[src/rtl/shift_register_sequencer.sv]
// Command sequencer for a 4-bit universal shift register: turns one LOAD/SHIFT/ROTATE/ZERO
// command into the right number of mode-select cycles on the register, then pulses o_done.
module shift_register_sequencer #(
    parameter int WIDTH = 4,
    parameter int CNT_W = 3
) (
    input  logic             i_clk,
    input  logic             i_clear,
    input  logic             i_start,
    input  logic [1:0]       i_op,
    input  logic             i_dir,
    input  logic             i_fill,
    input  logic [CNT_W-1:0] i_count,
    input  logic [WIDTH-1:0] i_data_in,
    input  logic [WIDTH-1:0] i_a_par,
    output logic             o_s1,
    output logic             o_s0,
    output logic [WIDTH-1:0] o_i_par,
    output logic             o_msb_in,
    output logic             o_lsb_in,
    output logic             o_ready,
    output logic             o_done
);

    localparam logic [1:0] OP_LOAD  = 2'b00;
    localparam logic [1:0] OP_SHIFT = 2'b01;
    localparam logic [1:0] OP_ROT   = 2'b10;

    typedef enum logic [1:0] {
        S_IDLE = 2'b00,
        S_EXEC = 2'b01,
        S_DONE = 2'b10
    } state_t;

    state_t           r_state;
    logic [CNT_W-1:0] r_cnt;
    logic             r_s1;
    logic             r_s0;
    logic [WIDTH-1:0] r_i_par;
    logic             r_msb_fill;
    logic             r_lsb_fill;
    logic             r_rot_r;
    logic             r_rot_l;
    logic             r_ready;
    logic             r_done;

    logic             w_s1;
    logic             w_s0;
    logic [WIDTH-1:0] w_i_par;
    logic             w_msb_fill;
    logic             w_lsb_fill;
    logic             w_rot_r;
    logic             w_rot_l;
    logic [CNT_W-1:0] w_cnt;

    // Decode of the incoming command into the outputs it will hold for the whole EXEC phase.
    always_comb begin
        w_s1       = 1'b0;
        w_s0       = 1'b0;
        w_i_par    = '0;
        w_msb_fill = 1'b0;
        w_lsb_fill = 1'b0;
        w_rot_r    = 1'b0;
        w_rot_l    = 1'b0;
        w_cnt      = CNT_W'(1);
        case (i_op)
            OP_LOAD: begin
                {w_s1, w_s0} = 2'b11;
                w_i_par      = i_data_in;
            end
            OP_SHIFT: begin
                {w_s1, w_s0} = i_dir ? 2'b10 : 2'b01;
                w_msb_fill   = ~i_dir & i_fill;
                w_lsb_fill   = i_dir & i_fill;
                w_cnt        = i_count;
            end
            OP_ROT: begin
                {w_s1, w_s0} = i_dir ? 2'b10 : 2'b01;
                w_rot_r      = ~i_dir;
                w_rot_l      = i_dir;
                w_cnt        = i_count;
            end
            default: begin
                {w_s1, w_s0} = 2'b11;
            end
        endcase
    end

    always_ff @(posedge i_clk) begin
        if (i_clear) begin
            r_state    <= S_IDLE;
            r_cnt      <= '0;
            r_s1       <= 1'b0;
            r_s0       <= 1'b0;
            r_i_par    <= '0;
            r_msb_fill <= 1'b0;
            r_lsb_fill <= 1'b0;
            r_rot_r    <= 1'b0;
            r_rot_l    <= 1'b0;
            r_ready    <= 1'b1;
            r_done     <= 1'b0;
        end else begin
            case (r_state)
                S_IDLE: begin
                    if (i_start) begin
                        r_ready <= 1'b0;
                        r_cnt   <= w_cnt;
                        if (w_cnt == '0) begin
                            r_state <= S_DONE;
                            r_done  <= 1'b1;
                        end else begin
                            r_state    <= S_EXEC;
                            r_s1       <= w_s1;
                            r_s0       <= w_s0;
                            r_i_par    <= w_i_par;
                            r_msb_fill <= w_msb_fill;
                            r_lsb_fill <= w_lsb_fill;
                            r_rot_r    <= w_rot_r;
                            r_rot_l    <= w_rot_l;
                        end
                    end
                end
                S_EXEC: begin
                    r_cnt <= r_cnt - CNT_W'(1);
                    if (r_cnt == CNT_W'(1)) begin
                        r_state    <= S_DONE;
                        r_done     <= 1'b1;
                        r_s1       <= 1'b0;
                        r_s0       <= 1'b0;
                        r_i_par    <= '0;
                        r_msb_fill <= 1'b0;
                        r_lsb_fill <= 1'b0;
                        r_rot_r    <= 1'b0;
                        r_rot_l    <= 1'b0;
                    end
                end
                S_DONE: begin
                    r_state <= S_IDLE;
                    r_done  <= 1'b0;
                    r_ready <= 1'b1;
                end
                default: begin
                    r_state <= S_IDLE;
                    r_ready <= 1'b1;
                    r_done  <= 1'b0;
                end
            endcase
        end
    end

    // Rotate feeds the register's own end bit straight back, so that path stays combinational.
    assign o_msb_in = r_msb_fill | (r_rot_r & i_a_par[0]);
    assign o_lsb_in = r_lsb_fill | (r_rot_l & i_a_par[WIDTH-1]);
    assign o_s1     = r_s1;
    assign o_s0     = r_s0;
    assign o_i_par  = r_i_par;
    assign o_ready  = r_ready;
    assign o_done   = r_done;

    logic w_unused;
    assign w_unused = &{1'b0, i_a_par};

endmodule

[config.mk]
export PLATFORM = sky130hd
export DESIGN_NAME = shift_register_sequencer
export DESIGN_NICKNAME = d
export VERILOG_FILES = /design/src/rtl/shift_register_sequencer.sv
export SDC_FILE = /design/constraint.sdc
export NUM_CORES = 1
export LEC_CHECK = 0
export CAP_MARGIN = 15
export CORE_ASPECT_RATIO = 1.2
export CORE_MARGIN = 1.5
export CORE_UTILIZATION = 45
export DETAILED_ROUTE_END_ITERATION = 12
export PLACE_DENSITY = 0.75
export SYNTH_ARGS = -nofsm -noshare
export SYNTH_HDL_FRONTEND = slang
export SYNTH_SLANG_ARGS = --single-unit
[constraint.sdc]
create_clock -name i_clk -period 2 [get_ports i_clk]
set_input_delay 0.4 -clock i_clk [delete_from_list [all_inputs] [get_ports i_clk]]
set_output_delay 0.4 -clock i_clk [all_outputs]
set_load 0.005 [all_outputs]
==> summary.txt, run 1 <==
Status
  • Status: completed

Clock network
  • CTS tree: yes
  • Max H-tree Level: 1
  • Maximum clock path buffer count: 2
  • Root Buffer: clkbuf_4
  • Clk slew on worst S/H paths: 0.10 ns
  • Clock Latency Late Sink: 0.29 ns
  • Post-cts hold buffer count: 0
  • CTS sink count: 17
  • CTS buffer count: 3

GRT
  • GRT Util Overall: 0.2101
  • First-pass GRT wire length: 3546 µm
  • Grt ovf: 0
  • Largest net degree at the start of global routing: 14
  • Initial antenna violation count: 0
  • Vias in the first global route: 783

Min path
  • Hold Path End: o_ready
  • Hold-critical path depth: 2
  • Hold_sp: o_ready
  • Hold Crit Class: reg -> reg

Synth
  • Post-Syn Area: 922.1 µm²
  • Cells after Synth: 97
  • Synth warn: 0
  • Post-synth EDFFs: 0
  • Distinct cells, synth: 36
  • Synthesis-stage register bit count: 17
  • Post-Synth Simple-Gate Area: 0.2266
  • Synth Area in Adders: 0.06784
  • Seq/Total Area, Yosys: 0.3691
  • Syn Area/Cell: 9.507 µm²
  • Asr flop ratio synth: 0
  • Largest family of logic cells by synthesized area: simple AND/OR/NAND/NOR gates
  • Top FF cell, synth: dfxtp_1
  • Compound-cell area share of the yosys netlist: 0.2035
  • Post-synthesis mux area share: 0.04478
  • Syn_nets: 120
  • Xor and xnor fraction of the mapped netlist area: 0.009498

Timing
  • Setup-failing EPs final: 0
  • Post-layout min period: 1.860 ns
  • Clock Skew: 0.0003957 ns
  • Worst hold slack: 0.4440 ns
  • Slew Viols, Final: 0
  • Final Hold Viols: 0
  • Max Fclk: 0.5376 GHz
  • Worst-margin pin slew: 0.4730 ns
  • Period utilisation layout: 0.9301
  • Worst relative slew slack: 0.6842
  • RSZ-0062 raised after global routing: no

Place
  • Dpl cells: 144
  • Gpl congestion: 0.7804
  • Hpwl dp: 1591 µm
  • Port Buffers: 25

Worst setup path
  • FF-to-FF Start: r_state[1]
  • WP data required: 1.60 ns
  • Worst r2r dst: o_i_par[0]
  • CP Class: in -> out
  • Worst path bufs/invs: 2
  • Most used cell, CP: clkdlybuf4s50_1
  • R2R depth: 4
  • CP endpoint kind: output pin
  • Worst setup SP type: input pin
  • Worst path slowest cell: clkdlybuf4s50_1
  • Cell Chain, Critical Path: clkdlybuf4s50_1 > a21o_1 > clkdlybuf4s50_1
  • Delay of the slowest cell on the worst path: 0.50 ns
  • Reg-to-reg slack, setup: 0.53 ns
  • Delay-heaviest family, CP: buffers and inverters
  • Critical Path Fanout Max: 1
  • WP data arrival: 1.46 ns

Pwr
  • Maximum VDD drop: 0.4657 mV
  • Leakage: 0.6195 nW
  • Power density over cell area: 614.4 nW/µm²

Final layout
  • Fill count: 162
  • Most frequent cells in the layout: clkdlybuf4s50_1 (23), dfxtp_1 (17), buf_4 (10), inv_1 (8)
  • Fraction of layout cells with a size suffix above 1: 0.2248
  • Nets: 153
  • Antenna cells: 0
  • Most common cell after layout, fill and taps aside: clkdlybuf4s50_1
  • Area Growth Syn to Fin: 38.81%
  • Layout Cells excl Fill: 148
  • Final Util: 0.6761

Flow run
  • Max cap viols: 0

Route
  • Routed Antenna Nets: 0
  • DRT Pass-1 Iters: 4
  • Via count: 828
  • Drt total wl: 2084 µm
  • Drc violations: 0
  • DRT iter0 DRCs: 12
  • Vias per cell: 5.595
  • Routed WL per cell: 14.08 µm

Die
  • Die ar.: 2331 µm²
  • Starting Density: 0.4871
  • Core area: 1893 µm²
  • Die H: 52.59 µm
  • Die width: 44.33 µm
  • Top Ports: 28
  • Cell Rows: 17
-- final cells by class --
cell class | instances | area, µm² | area share
inverters | 9 | 33.78 | 0.02639
well taps | 19 | 23.77 | 0.01857
multi-input cells | 64 | 525.5 | 0.4106
clock buffers | 4 | 26.28 | 0.02053
flip-flops and latches | 17 | 340.3 | 0.2659
repair buffers | 35 | 330.3 | 0.2581
-- report_power, final --
group | total [mW] | switching [mW] | leakage (nW) | internal (mW)
Clock | 0.183 | 0.106 | 0.0150 | 0.0775
Sequential | 0.392 | 0.0277 | 0.139 | 0.364
Combinational | 0.211 | 0.0878 | 0.465 | 0.123
-- repair_timing --
action | CTS | global route
resized for setup | 2 | 5
pin swaps | 0 | 3
setup endpoints to repair | 12 | 12
buffers inserted | 0 | 0
-- metal layers --
layer  GRT usage  wire length (µm)  up-vias
met5           0                 0        -
met4     0.07576                23        0
met3     0.04138                63        4
met2      0.3309              1045       15
met1      0.2812               952      380
li1            -                 -      429
-- tightest hold or removal path: stages, from the launching register on --
cell	delay [ns]
dfxtp_1	0.32
nand2_1	0.05
nand2_1	0.04
-- synthesized netlist by cell type (2+ instances only) --
cell / number / area share
nor2b_1: 2 / 0.014
nor2_1: 2 / 0.0081
and4_2: 4 / 0.043
nand2_1: 7 / 0.028
mux2i_1: 3 / 0.033
ha_1: 5 / 0.068
a31oi_1: 2 / 0.014
buf_4: 3 / 0.024
a21o_1: 2 / 0.016
a21oi_1: 4 / 0.022
a41o_1: 6 / 0.065
nand3_1: 4 / 0.022
inv_1: 9 / 0.037
nand4_1: 2 / 0.014
dfxtp_1: 17 / 0.37
nor3b_1: 3 / 0.024
and3_2: 2 / 0.016
clkbuf_1: 2 / 0.0081
-- stage by stage --
stage | setup TNS (ns) | worst slack (ns) | instance area, µm² | power [mW]
floorplan | 0 | 0.1452 | 922.1 | 0.5092
global placement | -4.102 | -0.3556 | 1232 | 0.6008
detailed placement | -4.768 | -0.4242 | 1232 | 0.6057
CTS | 0 | 0.002096 | 1265 | 0.7931
global route | 0 | 0.09216 | 1280 | 0.8389
finish | 0 | 0.1398 | 1280 | 0.7864
-- sequential cells by signal (all words and copies together) (netlist names) --
register    flops
o_i_par         4
r_cnt           3
r_state         2
o_done          1
o_ready         1
o_s0            1
o_s1            1
r_lsb_fill      1
r_msb_fill      1
r_rot_l         1
r_rot_r         1
-- worst max path at each step --
stage	cells after the start	slack, ns	end	startpoint
2_1_floorplan	6	0.15	o_s1	i_op[0]
3_3_place_gp	6	-0.36	o_s1	i_op[1]
3_5_place_dp	6	-0.42	o_s1	i_op[0]
4_1_cts	6	0.002	r_state[1]	i_op[0]
5_1_grt	3	0.09	o_lsb_in	i_a_par[3]
6_report	3	0.14	o_msb_in	i_a_par[0]
-- kinds of logic (layout without fill, tap and decap cells) --
logic type,after synthesis,count (layout)
AOI/OAI and AO/OA,22,22
xor gates and xnor gates,1,1
adders and majority gates,5,5
buffers and inverters,16,48
DFF,17,17
muxes,4,4
and+or+nand+nor,32,32
Power figures use the tool's default switching activity.
==> run 2, diff against run 1 <==
- CORE_UTILIZATION: 45 -> 26
- PLACE_DENSITY: 0.75 -> 0.47
- SKIP_CTS_REPAIR_TIMING: not set -> 1
==> run 2 against run 1 <==
  * Sequential share of layout area shrank 1.0 points
  * Utilization shrank 28 points
  * Critical path depth is the same
  * Setup slack gained 0.0085 ns
  * Sequential cell count is the same
  * Non-clock buffer count is the same
  * Largest power group unchanged
  * Cell count grew 12%
  * Highest routed layer unchanged
  * Design area grew 4.1%
  * Wire length grew 13%
  * Sequential power is essentially flat
==> summary.txt, run 2 (synthesized netlist as in run 1, its figures left out) <==
Status
  • Status: completed

Route
  • Via count: 854
  • DRT Pass-1 Iters: 4
  • Vias per cell: 5.145
  • DRT iter0 DRCs: 15
  • Drt total wl: 2359 µm
  • Routed Antenna Nets: 0
  • Routed WL per cell: 14.21 µm
  • Drc violations: 0

Clock network
  • Max H-tree Level: 1
  • CTS buffer count: 3
  • Clk slew on worst S/H paths: 0.07 ns
  • CTS sink count: 17
  • Clock Latency Late Sink: 0.25 ns
  • CTS tree: yes
  • Maximum clock path buffer count: 2
  • Root Buffer: clkbuf_8

Pwr
  • Internal Power: 0.6327 mW
  • Net Sw Power: 0.2389 mW
  • Logic pwr share: 0.248
  • Leakage: 0.6272 nW
  • Sequential power share: 0.450
  • Total power: 0.8715 mW
  • Maximum VDD drop: 0.3255 mV
  • Power density over cell area: 654.0 nW/µm²
  • Switch share: 0.2741
  • Clock power share: 0.302

Timing
  • RSZ-0062 raised after global routing: no
  • Worst relative slew slack: 0.6607
  • Clock Skew: 0.002671 ns
  • Final WS setup: 0.1484 ns
  • Final Hold Viols: 0
  • Max Fclk: 0.5401 GHz
  • Setup-failing EPs final: 0
  • Post-layout min period: 1.852 ns
  • Slew Viols, Final: 0
  • Setup tns final: 0 ns
  • Worst-margin pin slew: 0.5083 ns
  • Period utilisation layout: 0.9258

Final layout
  • Area Growth Syn to Fin: 44.51%
  • Fill count: 335
  • Fraction of layout cells with a size suffix above 1: 0.2326
  • Most frequent cells in the layout: clkdlybuf4s50_1 (23), dfxtp_1 (17), buf_4 (10), inv_1 (7), nand2_1 (7)
  • Nets: 153
  • Antenna cells: 0
  • Layout Cells excl Fill: 166
  • Largest register FFs: 4
  • Most common cell after layout, fill and taps aside: clkdlybuf4s50_1

GRT
  • GRT Util Overall: 0.1278
  • Grt ovf: 0
  • Initial antenna violation count: 0
  • Largest net degree at the start of global routing: 14
  • First-pass GRT wire length: 3815 µm
  • Vias in the first global route: 828

Worst setup path
  • CP endpoint kind: output pin
  • WP data arrival: 1.45 ns
  • Worst setup SP type: input pin
  • Critical Path Fanout Max: 1
  • CP Class: in -> out
  • WP data required: 1.60 ns

Place
  • Dpl ws: -0.4486 ns
  • Gpl congestion: 0.7310
  • Port Buffers: 25
  • Hpwl dp: 1805 µm
  • Dpl cells: 162

Die
  • Starting Density: 0.2739
  • Die H: 68.24 µm
  • Core area: 3367 µm²
  • Cell Rows: 23
  • Die ar.: 3915 µm²
  • Die width: 57.37 µm
  • Top Ports: 28

Flow run
  • Max cap viols: 0

Min path
  • Hold Crit Class: reg -> reg
## run 2: worst max-delay path: stages
cell and delay, ns:
clkdlybuf4s50_1 0.46, a21o_1 0.11, clkdlybuf4s50_1 0.49
## run 2: metal layers
layer	up-vias	track usage	wire length (µm)
li1	426	-	-
met1	411	0.1568	1043
met2	12	0.2159	1222
met3	5	0.02268	49
met4	0	0.06105	43
met5	-	0	0
## run 2: worst paths after layout
check                   from    endpoint  slack [ns]  depth (start not counted)
setup reg to reg  r_state[1]  o_i_par[0]        0.54                          4
hold / removal       o_ready     o_ready        0.45                          2
setup / recovery  i_a_par[0]    o_msb_in        0.15                          3
hold reg to reg      o_ready     o_ready        0.45                          2
## run 2: power groups by stage
stage / sequential, mW / combinational, mW / clock, mW
2_1_floorplan: 0.387 / 0.122 / 0
3_3_place_gp: 0.398 / 0.211 / 0
3_5_place_dp: 0.399 / 0.211 / 0
4_1_cts: 0.390 / 0.213 / 0.276
5_1_grt: 0.398 / 0.239 / 0.295
6_report: 0.392 / 0.216 / 0.263
## run 2: cell type report
type | instances | area, µm² | area share
clock buffer | 4 | 45.04 | 0.03380
inverter | 9 | 33.78 | 0.02535
multi-input combinational | 64 | 536.8 | 0.4028
sequential | 17 | 340.3 | 0.2554
tap | 37 | 46.29 | 0.03474
timing repair buffer | 35 | 330.3 | 0.2479
## run 2: stage by stage
stage,util,hold WS (ns),cell area (µm²)
floorplan,-,0.4388,922.1
global placement,0.3727,0.4322,1255
detailed placement,0.3727,0.4419,1255
CTS,0.3861,0.4531,1300
global route,0.3958,0.4804,1333
finish,0.3958,0.4451,1333
